`src/rtl/seq_right_shifter.sv`:
```
// seq_right_shifter
//   Multi-cycle right shifter/rotator for the WISC ALU datapath. It resolves
//   one shift-amount bit per clock, MSB first, so the stage weights are
//   2**(SHW-1) down to 1. It supports logical right shift, arithmetic right
//   shift and rotate right.
//
// Parameters
//   WIDTH : data width (must equal 2**SHW)
//   SHW   : shift-amount width; also the number of BUSY cycles
//
// Ports
//   clk   in  : rising-edge clock
//   rst_n in  : asynchronous active-low reset
//   start in  : request, accepted only while ready=1
//   a     in  : operand, captured on accept
//   shift in  : shift amount, captured on accept
//   mode  in  : 00 SRL, 01 SRA, 10 ROR, 11 SRL (alias)
//   ready out : block can accept start this cycle (IDLE or DONE)
//   busy  out : operation in progress
//   done  out : one-cycle pulse, out/zero hold the new result
//   out   out : result register, held until the next completion
//   zero  out : registered (out == 0), updated together with out
//
// Build option
//   SHR_EARLY_DONE_EN : when defined, the block finishes as soon as the
//   remaining lower shift bits are all zero. Results are the same in both
//   builds; only the latency changes.

module seq_right_shifter #(
  parameter int WIDTH = 16,
  parameter int SHW   = 4
) (
  input  logic             clk,
  input  logic             rst_n,
  input  logic             start,
  input  logic [WIDTH-1:0] a,
  input  logic [SHW-1:0]   shift,
  input  logic [1:0]       mode,
  output logic             ready,
  output logic             busy,
  output logic             done,
  output logic [WIDTH-1:0] out,
  output logic             zero
);

  localparam int KW = (SHW > 1) ? $clog2(SHW) : 1;
  localparam logic [KW-1:0] K_FIRST = KW'(SHW - 1);
  localparam logic [KW-1:0] K_ONE   = KW'(1);

  if (WIDTH != (1 << SHW)) begin : g_bad_cfg
    $error("seq_right_shifter: WIDTH must equal 2**SHW");
  end

  typedef enum logic [1:0] {
    S_IDLE,
    S_BUSY,
    S_DONE
  } state_t;

  // Mode is decoded once at accept, so the reserved encoding never reaches
  // the datapath.
  typedef enum logic [1:0] {
    OP_SRL,
    OP_SRA,
    OP_ROR
  } op_t;

  state_t           state_q, state_d;
  op_t              op_q, op_d;
  logic [WIDTH-1:0] work_q, work_d;
  logic [SHW-1:0]   shift_q, shift_d;
  logic             sign_q, sign_d;
  logic [KW-1:0]    k_q, k_d;
  logic [WIDTH-1:0] out_q, out_d;
  logic             zero_q, zero_d;

  logic [WIDTH-1:0] stage_val;
  logic             low_bits_set;
  logic             last_stage;

  function automatic op_t decode_mode(input logic [1:0] m);
    op_t r;
    case (m)
      2'b01:   r = OP_SRA;
      2'b10:   r = OP_ROR;
      default: r = OP_SRL;
    endcase
    return r;
  endfunction

  // Shift by 2**k for a single stage. The SRA fill uses the sign captured at
  // accept time rather than the current working MSB.
  function automatic logic [WIDTH-1:0] shift_stage(
    input logic [WIDTH-1:0] v,
    input op_t              op,
    input logic             sign,
    input logic [KW-1:0]    k
  );
    logic [WIDTH-1:0] ones;
    logic [WIDTH-1:0] shr;
    logic [WIDTH-1:0] fill;
    logic [WIDTH-1:0] wrap;
    logic [WIDTH-1:0] r;
    int unsigned      amt;
    ones = '1;
    amt  = 32'd1 << k;
    shr  = v >> amt;
    fill = ~(ones >> amt);
    wrap = v << (WIDTH - amt);
    case (op)
      OP_SRA:  r = sign ? (shr | fill) : shr;
      OP_ROR:  r = shr | wrap;
      default: r = shr;
    endcase
    return r;
  endfunction

  // Any captured shift bit strictly below the current stage index.
  always_comb begin
    low_bits_set = 1'b0;
    for (int unsigned i = 0; i < SHW; i++) begin
      if ((i < {{(32-KW){1'b0}}, k_q}) && shift_q[i]) begin
        low_bits_set = 1'b1;
      end
    end
  end

`ifdef SHR_EARLY_DONE_EN
  // Nothing left to apply below this stage, so this stage is the last one.
  assign last_stage = !low_bits_set;
`else
  assign last_stage = (k_q == '0);
`endif

  assign stage_val = shift_q[k_q] ? shift_stage(work_q, op_q, sign_q, k_q) : work_q;

  always_comb begin
    state_d = state_q;
    op_d    = op_q;
    work_d  = work_q;
    shift_d = shift_q;
    sign_d  = sign_q;
    k_d     = k_q;
    out_d   = out_q;
    zero_d  = zero_q;

    unique case (state_q)
      S_IDLE, S_DONE: begin
        if (start) begin
          work_d  = a;
          shift_d = shift;
          op_d    = decode_mode(mode);
          sign_d  = a[WIDTH-1];
          k_d     = K_FIRST;
          state_d = S_BUSY;
        end else begin
          state_d = S_IDLE;
        end
      end
      S_BUSY: begin
        work_d = stage_val;
        if (last_stage) begin
          out_d   = stage_val;
          zero_d  = (stage_val == '0);
          state_d = S_DONE;
        end else begin
          k_d = k_q - K_ONE;
        end
      end
      default: begin
        state_d = S_IDLE;
      end
    endcase
  end

  always_ff @(posedge clk or negedge rst_n) begin
    if (!rst_n) begin
      state_q <= S_IDLE;
      op_q    <= OP_SRL;
      work_q  <= '0;
      shift_q <= '0;
      sign_q  <= 1'b0;
      k_q     <= '0;
      out_q   <= '0;
      zero_q  <= 1'b1;
    end else begin
      state_q <= state_d;
      op_q    <= op_d;
      work_q  <= work_d;
      shift_q <= shift_d;
      sign_q  <= sign_d;
      k_q     <= k_d;
      out_q   <= out_d;
      zero_q  <= zero_d;
    end
  end

  always_comb begin
    ready = (state_q == S_IDLE) || (state_q == S_DONE);
    busy  = (state_q == S_BUSY);
    done  = (state_q == S_DONE);
    out   = out_q;
    zero  = zero_q;
  end

endmodule

```
`config.mk`:
```
export PLATFORM = sky130hd
export DESIGN_NAME = seq_right_shifter
export DESIGN_NICKNAME = d
export VERILOG_FILES = /design/src/rtl/seq_right_shifter.sv
export SDC_FILE = /design/constraint.sdc
export NUM_CORES = 1
export LEC_CHECK = 0
export BUFFER_PORTS_ARGS = -buffer_cell sky130_fd_sc_hd__buf_2
export CAP_MARGIN = 20
export CORE_UTILIZATION = 64
export CTS_BUF_LIST = sky130_fd_sc_hd__clkbuf_8
export DETAILED_ROUTE_END_ITERATION = 12
export GPL_TIMING_DRIVEN = 0
export PLACE_DENSITY = 0.88
export SYNTH_ARGS = -nofsm -noshare
export SYNTH_HDL_FRONTEND = slang
export SYNTH_SLANG_ARGS = --single-unit
```
`constraint.sdc`:
```
create_clock -name clk -period 5.9 [get_ports clk]
set_input_delay 1.475 -clock clk [delete_from_list [all_inputs] [get_ports clk]]
set_output_delay 1.475 -clock clk [all_outputs]
set_load 0.03 [all_outputs]
```
==> flow_summary.toml, run 1 <==
[routing]
drt_iter0_markers = 709
final_antenna_net_count = 0
drc = 0
first_pass_iters = 7
vias = 3361
wl_per_cell_um = 20.3
via_per_inst = 6.80
routed_wl_mm = 10.0

[logic_synthesis]
ys_seq_area_share_pct = 34.3
ys_ff_latch = 44
synth_edf_count = 0
yosysTopAreaCellShare_pct = 33.4
ys_warn_count = 0
synth_area_um2 = 3220
synth_area_leaders = "dfrtp_1 33%, mux2i_1 10%, nand2_1 6.8%"
synth_most_common_cell = "nand2_1"
ys_async_sr_fraction_pct = 100
syn-num-nets = 410
synth_commonest_cells = "58 x nand2_1, 43 x dfrtp_1, 33 x mux2i_1, 33 x o21ai_0, 24 x a21oi_1"
synth_top_area_cell = "dfrtp_1"
synth_area_per_cell_um2 = 8.60
synthCells = 374
synth.distinct_cells = 54
ys.flop_type = "dfrtp_1"

[global_routing]
antenna_found_initial = 0
grt_max_degree = 45
overflow = 0
grt_usage_pct = 41.5
grt_pass1_vias = 3085
grt_pass1_wl_mm = 16.2

[die]
die_y_um = 72.9
pin_count = 45
die_area_um2 = 5320
die_w_um = 72.9
core_area_um2 = 4790
start_util_pct = 67.2
rows = 25

[worst_setup_path]
r2r_slack_ns = 2.28
crit_type = "flop to flop"
required_ns = 6.14
crit_arrival_ns = 3.87
rr_worst_depth = 13
r2r_start = "k_q[0]"
reg2reg_to = "zero"
cp-startpoint = "k_q[0]"
crit_path_end_kind = "flop"
endpoint = "zero"
setup.worst_path.start_class = "flop"
path_max_fanout = 10

[worst_hold_path]
hold_path_depth = 2
hp-class = "flop to flop"

[clock_tree]
clock_path_buffers = 2
h-tree-depth = 2
postCtsSetupBuffers = 0
cts_tree = "done"
cts_buffers = 5
cts_resized = 0
numClockSinks = 44
clkSlewWorstSetupHoldPaths_ns = 0.10
clk_latency_ns = 0.31
cts_hold_buf = 0
cts_root_buf = "clkbuf_8"

[sta]
tns_ns = 0
setup_ws_ns = 2.28
hold_viol_final = 0
min_period_over_period_pct = 61.4
fmax_mhz = 276
min_period_ns = 3.62
rsz0062_at_grt = "no"
setup_viol = 0
worst_slew_pin_slew_ns = 0.835
skew_ns = 0.0150
final_max_slew_viol_count = 0
max-slew-margin-rel_pct = 43.9

[place]
gp_congestion = 1.11
portBuffers = 44
dpl_worst_slack_ns = 2.44
dp_cells = 485
place_hpwl_mm = 7.23

[run]
drv_cap = 0

[cells_and_area]
layout-drive-gt1-share_pct = 17.3
fin_util_pct = 76.4
stdcell_count = 494
antenna_cells = 0
synthToLayoutAreaGrowth_pct = 13.7
final_nets = 462

[status]
run_status = "completed"
-- stage by stage --
step | hold slack (ns) | area (um^2)
detailed placement | 0.465 | 3520
CTS | 0.484 | 3640
floorplan | 0.462 | 3220
global route | 0.499 | 3660
global placement | 0.458 | 3520
finish | 0.479 | 3660
-- cells in the final DEF (no fill, tap or decap), types with 5 or more instances in the layout --
cell type | synthesis | final
buf_2 | 5 | 49
o21ai_0 | 33 | 33
ha_1 | 11 | 11
and3_1 | 6 | 6
o31ai_1 | 6 | 6
nand2b_1 | 9 | 9
clkbuf_8 | 0 | 5
dfrtp_1 | 43 | 43
nand2_1 | 58 | 58
nor2_1 | 14 | 14
a22oi_1 | 18 | 18
inv_1 | 15 | 15
a21oi_1 | 24 | 24
nor2b_1 | 5 | 5
mux2i_1 | 33 | 33
clkbuf_1 | 16 | 16
-- worst max-delay path, cell delays in order, from the launching register on --
cell and delay [ns]:
dfrtp_1 0.49, inv_1 0.20, ha_1 0.20, buf_6 0.17, buf_2 0.35, inv_1 0.08
ha_1 0.38, inv_1 0.16, o32ai_1 0.33, a211oi_1 0.11, o31ai_1 0.70, nor4_1 0.17
nand3_1 0.13, o31ai_1 0.08
-- kinds of logic after synthesis --
family	after synthesis	share of synthesized area [%]
DFF	44	34.3
muxes	42	14.9
buffers and inverters	40	5.09
xor gates and xnor gates	1	0.272
and+or+nand+nor	122	18.2
adders and majority gates	11	4.28
AOI/OAI and AO/OA	114	23.0
-- how the worst min path moves through the flow --
stage | start | endpoint
floorplan | shift_q[2] | shift_q[2]
global placement | out[11] | out[11]
detailed placement | out[14] | out[14]
CTS | out[14] | out[14]
global route | zero | zero
finish | out[13] | out[13]
-- registers in the layout (all words and copies together) (netlist names) --
signal	cells
state_q	2
sign_q	1
out	16
work_q	16
zero	1
op_q	2
shift_q	4
k_q	2
-- cell type report --
| cell class | count | area (um^2) |
|---|---|---|
| Tap cell | 67 | 83.8 |
| Timing Repair Buffer | 45 | 240 |
| Fill cell | 355 | 1130 |
| Inverter | 17 | 63.8 |
| Sequential cell | 44 | 1100 |
| Clock buffer | 5 | 68.8 |
| Clock inverter | 3 | 47.5 |
| Buffer | 23 | 100 |
| Multi-Input combinational cell | 290 | 1950 |
-- metal layers --
| layer | vias to the layer above | part of all wire, % | track usage (%) |
|---|---|---|---|
| met1 | 1551 | 38 | 56.3 |
| li1 | 1478 | - | - |
| met3 | 51 | 13 | 9.94 |
| met5 | - | 0 | 0 |
| met4 | 0 | 3.9 | 19.8 |
| met2 | 281 | 45 | 62.5 |
Power of run 1 is left out: the tool's default activity adds up to more than one toggle a clock period on the data nets, which glitch-free logic cannot reach.
==> inputs of run 2 (changes only) <==
Settings changed: ABC_AREA from default to 1, CORE_UTILIZATION 64 to 54, PLACE_DENSITY 0.88 to 0.79.
Clock period 5.9 ns to 3.15 ns, I/O delays scaled along.
==> run 2 against run 1 <==
Against the previous run:
- flip-flop and latch count is the same
- setup slack lost 2.1 ns
- critical path depth grew 5
- first-iteration DRC count shrank 41%
- clock skew shrank 0.0065 ns
- worst hold slack lost 0.0028 ns
- global-route usage shrank 3.7 points
- final cell count grew 29%
- utilization shrank 11 points
- die area grew 20%
- count of clock-buffer cells in the layout grew 1
==> flow_summary.toml, run 2 <==
[status]
run_status = "completed"

[sta]
min_period_over_period_pct = 94.7
hold_viol_final = 0
worst_slew_pin_slew_ns = 0.993
max-slew-margin-rel_pct = 33.8
final_max_slew_viol_count = 0
min_period_ns = 2.98
setup_viol = 0
skew_ns = 0.00848
fmax_mhz = 335

[logic_synthesis]
synth_commonest_cells = "211 x nand2_1, 80 x nand3_1, 43 x dfrtp_1, 36 x nor2_1, 33 x inv_1"
synth-xor-area-share_pct = 0
synth_area_per_cell_um2 = 6.40
ys_ff_latch = 44
ys_seq_area_share_pct = 33.7
synthAdderAreaFrac_pct = 4.21
yosys-mux-area-fraction_pct = 0
synthCells = 511
synth_compound_area_share_pct = 10.3
syn-num-nets = 547
synth_top_area_cell = "dfrtp_1"
synth_area_leaders = "dfrtp_1 33%, nand2_1 24%, nand3_1 12%"
synth_area_um2 = 3270
ys_warn_count = 0
ys_async_sr_fraction_pct = 100
yosys.area_share.simple_pct = 44.4
synth_most_common_cell = "nand2_1"
yosysTopAreaCellShare_pct = 32.9
synth.distinct_cells = 32
synth_edf_count = 0
synth_top_family_by_area = "simple AND/OR/NAND/NOR gates"
ys.flop_type = "dfrtp_1"

[clock_tree]
cts_hold_buf = 0
numClockSinks = 44
h-tree-depth = 2
clkSlewWorstSetupHoldPaths_ns = 0.09
cts_root_buf = "clkbuf_8"
clock_path_buffers = 2
cts_tree = "done"
cts_buffers = 5
clk_latency_ns = 0.30
postCtsSetupBuffers = 0

[worst_hold_path]
hp-class = "flop to flop"
hold_start = "zero"
hold_path_depth = 2
min_delay_worst_endpoint = "zero"

[place]
dp_cells = 627
gp_congestion = 1.04
portBuffers = 44
place_hpwl_mm = 8.30

[routing]
wl_per_cell_um = 17.0
drt_iter0_markers = 416
drc = 0
final_antenna_net_count = 0
vias = 3656
via_per_inst = 5.76
first_pass_iters = 7
routed_wl_mm = 10.8

[cells_and_area]
final_nets = 598
num-fill-cells = 514
layout-drive-gt1-share_pct = 15.5
antenna_cells = 0
layout_common_cells = "211 x nand2_1, 80 x nand3_1, 51 x buf_2, 42 x dfrtp_1, 36 x nor2_1"
stdcell_count = 635
layout_commonest_cell = "nand2_1"
synthToLayoutAreaGrowth_pct = 13.8

[global_routing]
grt_max_degree = 45
grt_pass1_vias = 3550
antenna_found_initial = 0
grt_pass1_wl_mm = 17.7
overflow = 0
grt_usage_pct = 37.8

[die]
die_w_um = 79.8
die_y_um = 79.8
core_area_um2 = 5680
start_util_pct = 57.6
pin_count = 45
die_area_um2 = 6370
rows = 27

[worst_setup_path]
path_max_fanout = 10
crit_path_end_kind = "flop"
crit_arrival_ns = 3.23
required_ns = 3.40
rr_worst_depth = 18
setup.worst_path.start_class = "flop"
r2r_slack_ns = 0.17
crit_type = "flop to flop"
r2r_start = "k_q[0]"
reg2reg_to = "zero"

[run]
drv_cap = 0
==> run 2: cell count changes after synthesis, sizes merged, moves of 6 or more <==
cell,delta
a21oi,-17
a22oi,-16
and3,-6
clkbuf,-9
inv,+25
mux2i,-33
nand2,+156
nand2b,-9
nand3,+79
nor2,+27
o21ai,-8
o221ai,+6
==> run 2: kinds of logic after synthesis <==
logic type / Yosys count
buf+inv: 58
flops: 44
simple gates: 343
compound gates: 55
fa+ha+maj: 11
==> run 2: what timing repair did <==
item	4_1_cts	5_1_grt
cloned	0	0
resized for setup	1	5
setup endpoints to repair	1	3
hold endpoints to repair	0	0
==> run 2: layer usage <==
| layer | global-route usage (%) | routed length [um] | vias to the layer above |
|---|---|---|---|
| met4 | 19.5 | 432 | 0 |
| met5 | 0 | 0 | - |
| li1 | - | - | 1763 |
| met2 | 56.7 | 4790 | 176 |
| met1 | 52.1 | 4700 | 1686 |
| met3 | 6.51 | 905 | 31 |
==> run 2: how the worst max path moves through the flow <==
stage                       from    to  slack (ns)
after floorplan           k_q[0]  zero        0.74
after global placement    k_q[0]  zero        0.09
after detailed placement  k_q[0]  zero       0.008
after CTS                 k_q[0]  zero        0.09
after global routing      k_q[1]  zero      -0.003
final                     k_q[0]  zero        0.17
==> run 2: worst max-delay path, cell delays in order, from the launching register on <==
cell and delay, ns:
dfrtp_1 0.55, inv_2 0.18, ha_4 0.23, inv_2 0.07
buf_6 0.17, ha_2 0.33, inv_1 0.20, nand3_1 0.17
nand2_1 0.10, nand2_1 0.06, nand3_1 0.08, o21ai_1 0.06
nand2_1 0.06, nand2_1 0.06, o21ai_0 0.24, nand2_1 0.12
nor2_1 0.12, nand2_1 0.06, nand2_1 0.06
==> run 2: area by class of cell <==
type | instances | area [um^2] | area share (%)
buffer | 17 | 87.6 | 2.36
multi-input combinational | 409 | 1940 | 52.2
clock inverter | 2 | 38.8 | 1.04
inverter | 41 | 154 | 4.14
tap | 72 | 90.1 | 2.42
clock buffer | 6 | 82.6 | 2.22
sequential | 44 | 1100 | 29.7
timing repair buffer | 44 | 220 | 5.92
==> run 2: per-stage QoR <==
| stage | setup WS [ns] | utilization (%) | cell area, um^2 | TNS (ns) | hold slack [ns] |
|---|---|---|---|---|---|
| after CTS | 0.0863 | 65.2 | 3700 | 0 | 0.476 |
| after global placement | 0.0942 | 63.1 | 3580 | 0 | 0.460 |
| after global routing | -0.00339 | 65.5 | 3720 | -0.00339 | 0.502 |
| after floorplan | 0.739 | - | 3270 | 0 | 0.477 |
| final | 0.168 | 65.5 | 3720 | 0 | 0.476 |
| after detailed placement | 0.00784 | 63.1 | 3580 | 0 | 0.459 |
Power of run 2 is left out for the same reason.
==> inputs of run 3 (changes only) <==
Settings changed: CORE_ASPECT_RATIO from default to 1.25.
==> run 3 against run 2 <==
Against the previous run:
- flip-flop and latch count unchanged
- utilization down 2.1 points
- global-route usage down 2.8 points
- register-to-register slack better by 0.07 ns
- final area down 0.71%
- non-clock buffer count up 1
- worst hold slack worse by 0.20 ns
- routed wire length up 0.37%
- count of clock-buffer cells in the layout down 1
- via count up 2.1%
- maximum frequency up 2.5%
- critical endpoint unchanged
==> flow_summary.toml, run 3 (synthesis gave the netlist of run 2 again) <==
[place]
dp_cells = 621
portBuffers = 44
dpl_cell_area_um2 = 3570
gp_congestion = 1.06
place_hpwl_mm = 8.51

[die]
die_y_um = 89.0
start_util_pct = 56.2
pin_count = 45
core_area_um2 = 5820
rows = 31
die_w_um = 71.6
die_area_um2 = 6370

[routing]
drt_iter0_markers = 291
met2WireLength_mm = 5.17
routed_wl_mm = 10.9
drt-met1-wl_mm = 4.40
wl_per_cell_um = 17.2
vias = 3732
first_pass_iters = 5
top_layer_used = "met4"
final_antenna_net_count = 0
drc = 0
via_per_inst = 5.92
wl_met3_um = 713

[worst_setup_path]
cp_top_family = "simple AND/OR/NAND/NOR gates"
cp_common_cell = "nand2_1"
critPathMaxStageDelay_ns = 0.53
slowest_stage = "dfrtp_1"
required_ns = 3.40
rr_worst_depth = 17
crit_cells = 17
endpoint = "zero"
reg2reg_to = "zero"
r2r_slack_ns = 0.24
cp-startpoint = "k_q[0]"
crit_type = "flop to flop"
crit_path_end_kind = "flop"
path_max_fanout = 10
crit_arrival_ns = 3.16
crit_buf_inv = 3
setup.worst_path.start_class = "flop"
r2r_start = "k_q[0]"
worstPathCellList = "ha_1 -> inv_2 -> buf_2 -> ha_2 -> inv_1 -> nand3_1 -> nand2_1 -> nand2_1 -> nand3_1 -> o21ai_1 -> nand2_1 -> nand2_1 -> o21ai_0 -> nand2_1 -> nor2_1 -> nand2_1 -> nand2_1"

[sta]
hold_viol_final = 0
worst_slew_pin_slew_ns = 0.602
final_max_slew_viol_count = 0
min_period_over_period_pct = 92.4
fin_hold_ws_ns = 0.272
rsz0062_at_grt = "no"
fmax_mhz = 344
max-slew-margin-rel_pct = 59.9
skew_ns = 0.00863
min_period_ns = 2.91
tns_ns = 0
setup_viol = 0

[clock_tree]
h-tree-depth = 2
cts_tree = "done"
cts_root_buf = "clkbuf_8"
numClockSinks = 44
clkSlewWorstSetupHoldPaths_ns = 0.09
cts_hold_buf = 0
clk_latency_ns = 0.30
cts_buffers = 5
clock_path_buffers = 2
postCtsSetupBuffers = 0

[cells_and_area]
synthToLayoutAreaGrowth_pct = 13.0
stdcell_count = 630
multiInputGateArea_um2 = 1930
antenna_cells = 0
layout_common_cells = "211 x nand2_1, 80 x nand3_1, 51 x buf_2, 42 x dfrtp_1, 36 x nor2_1"
final_nets = 599
num-fill-cells = 517
final_cell_area_um2 = 3690
register_area_um2 = 1100
layout_commonest_cell = "nand2_1"
layout-drive-gt1-share_pct = 15.4

[global_routing]
grt_max_degree = 45
grt_pass1_vias = 3512
grt_pass1_wl_mm = 16.8
grt_usage_pct = 35.0
overflow = 0
antenna_found_initial = 0

[worst_hold_path]
hp-class = "input port to asynchronous set/reset pin"

[status]
run_status = "completed"

[run]
drv_cap = 0
## run 3: cell count changes in the layout (fill, tap and decap cells not counted)
cell	delta
buf_12	+1
bufinv_16	-1
clkbuf_8	-1
clkinvlp_4	+2
ha_1	+1
ha_4	-1
inv_2	-1
inv_4	+1
## run 3: how the worst min path moves through the flow
stage / to / cells after the start / start
final: op_q[1] / 1 / rst_n
after global routing: shift_q[2] / 1 / rst_n
after CTS: out[5] / 2 / out[5]
after detailed placement: out[9] / 2 / out[9]
after global placement: out[9] / 2 / out[9]
after floorplan: op_q[1] / 2 / op_q[1]
## run 3: timing repair
action,in CTS,in global routing
gates resized for setup,0,5
endpoints found under the hold margin,0,0
setup endpoints to repair,0,5
## run 3: cell type report
type	count	share of cell area, %
clock inverters	3	0.644
well taps	66	2.24
repair buffers	45	6.51
plain buffers	17	2.37
multi-input cells	409	52.3
flip-flops and latches	44	29.9
clock buffers	5	1.86
inverters	41	4.24
## run 3: through the flow
stage	worst slack, ns	util, %
2_1_floorplan	0.739	-
3_3_place_gp	0.152	61.4
3_5_place_dp	0.132	61.4
4_1_cts	0.115	63.0
5_1_grt	0.0122	63.5
6_report	0.240	63.5
## run 3: per-layer routing
metal	vias up	global-route usage, %
met2	190	59.1
met3	46	4.40
li1	1770	-
met1	1726	43.7
met4	0	19.6
met5	-	0
## run 3: worst reg2reg max path, stage by stage (launching register included)
cell,delay (ns)
dfrtp_1,0.53
ha_1,0.33
inv_2,0.13
buf_2,0.25
ha_2,0.36
inv_1,0.19
nand3_1,0.14
nand2_1,0.09
nand2_1,0.05
nand3_1,0.08
o21ai_1,0.07
nand2_1,0.06
nand2_1,0.04
o21ai_0,0.20
nand2_1,0.11
nor2_1,0.11
nand2_1,0.05
nand2_1,0.06
Power of run 3 is left out for the same reason.
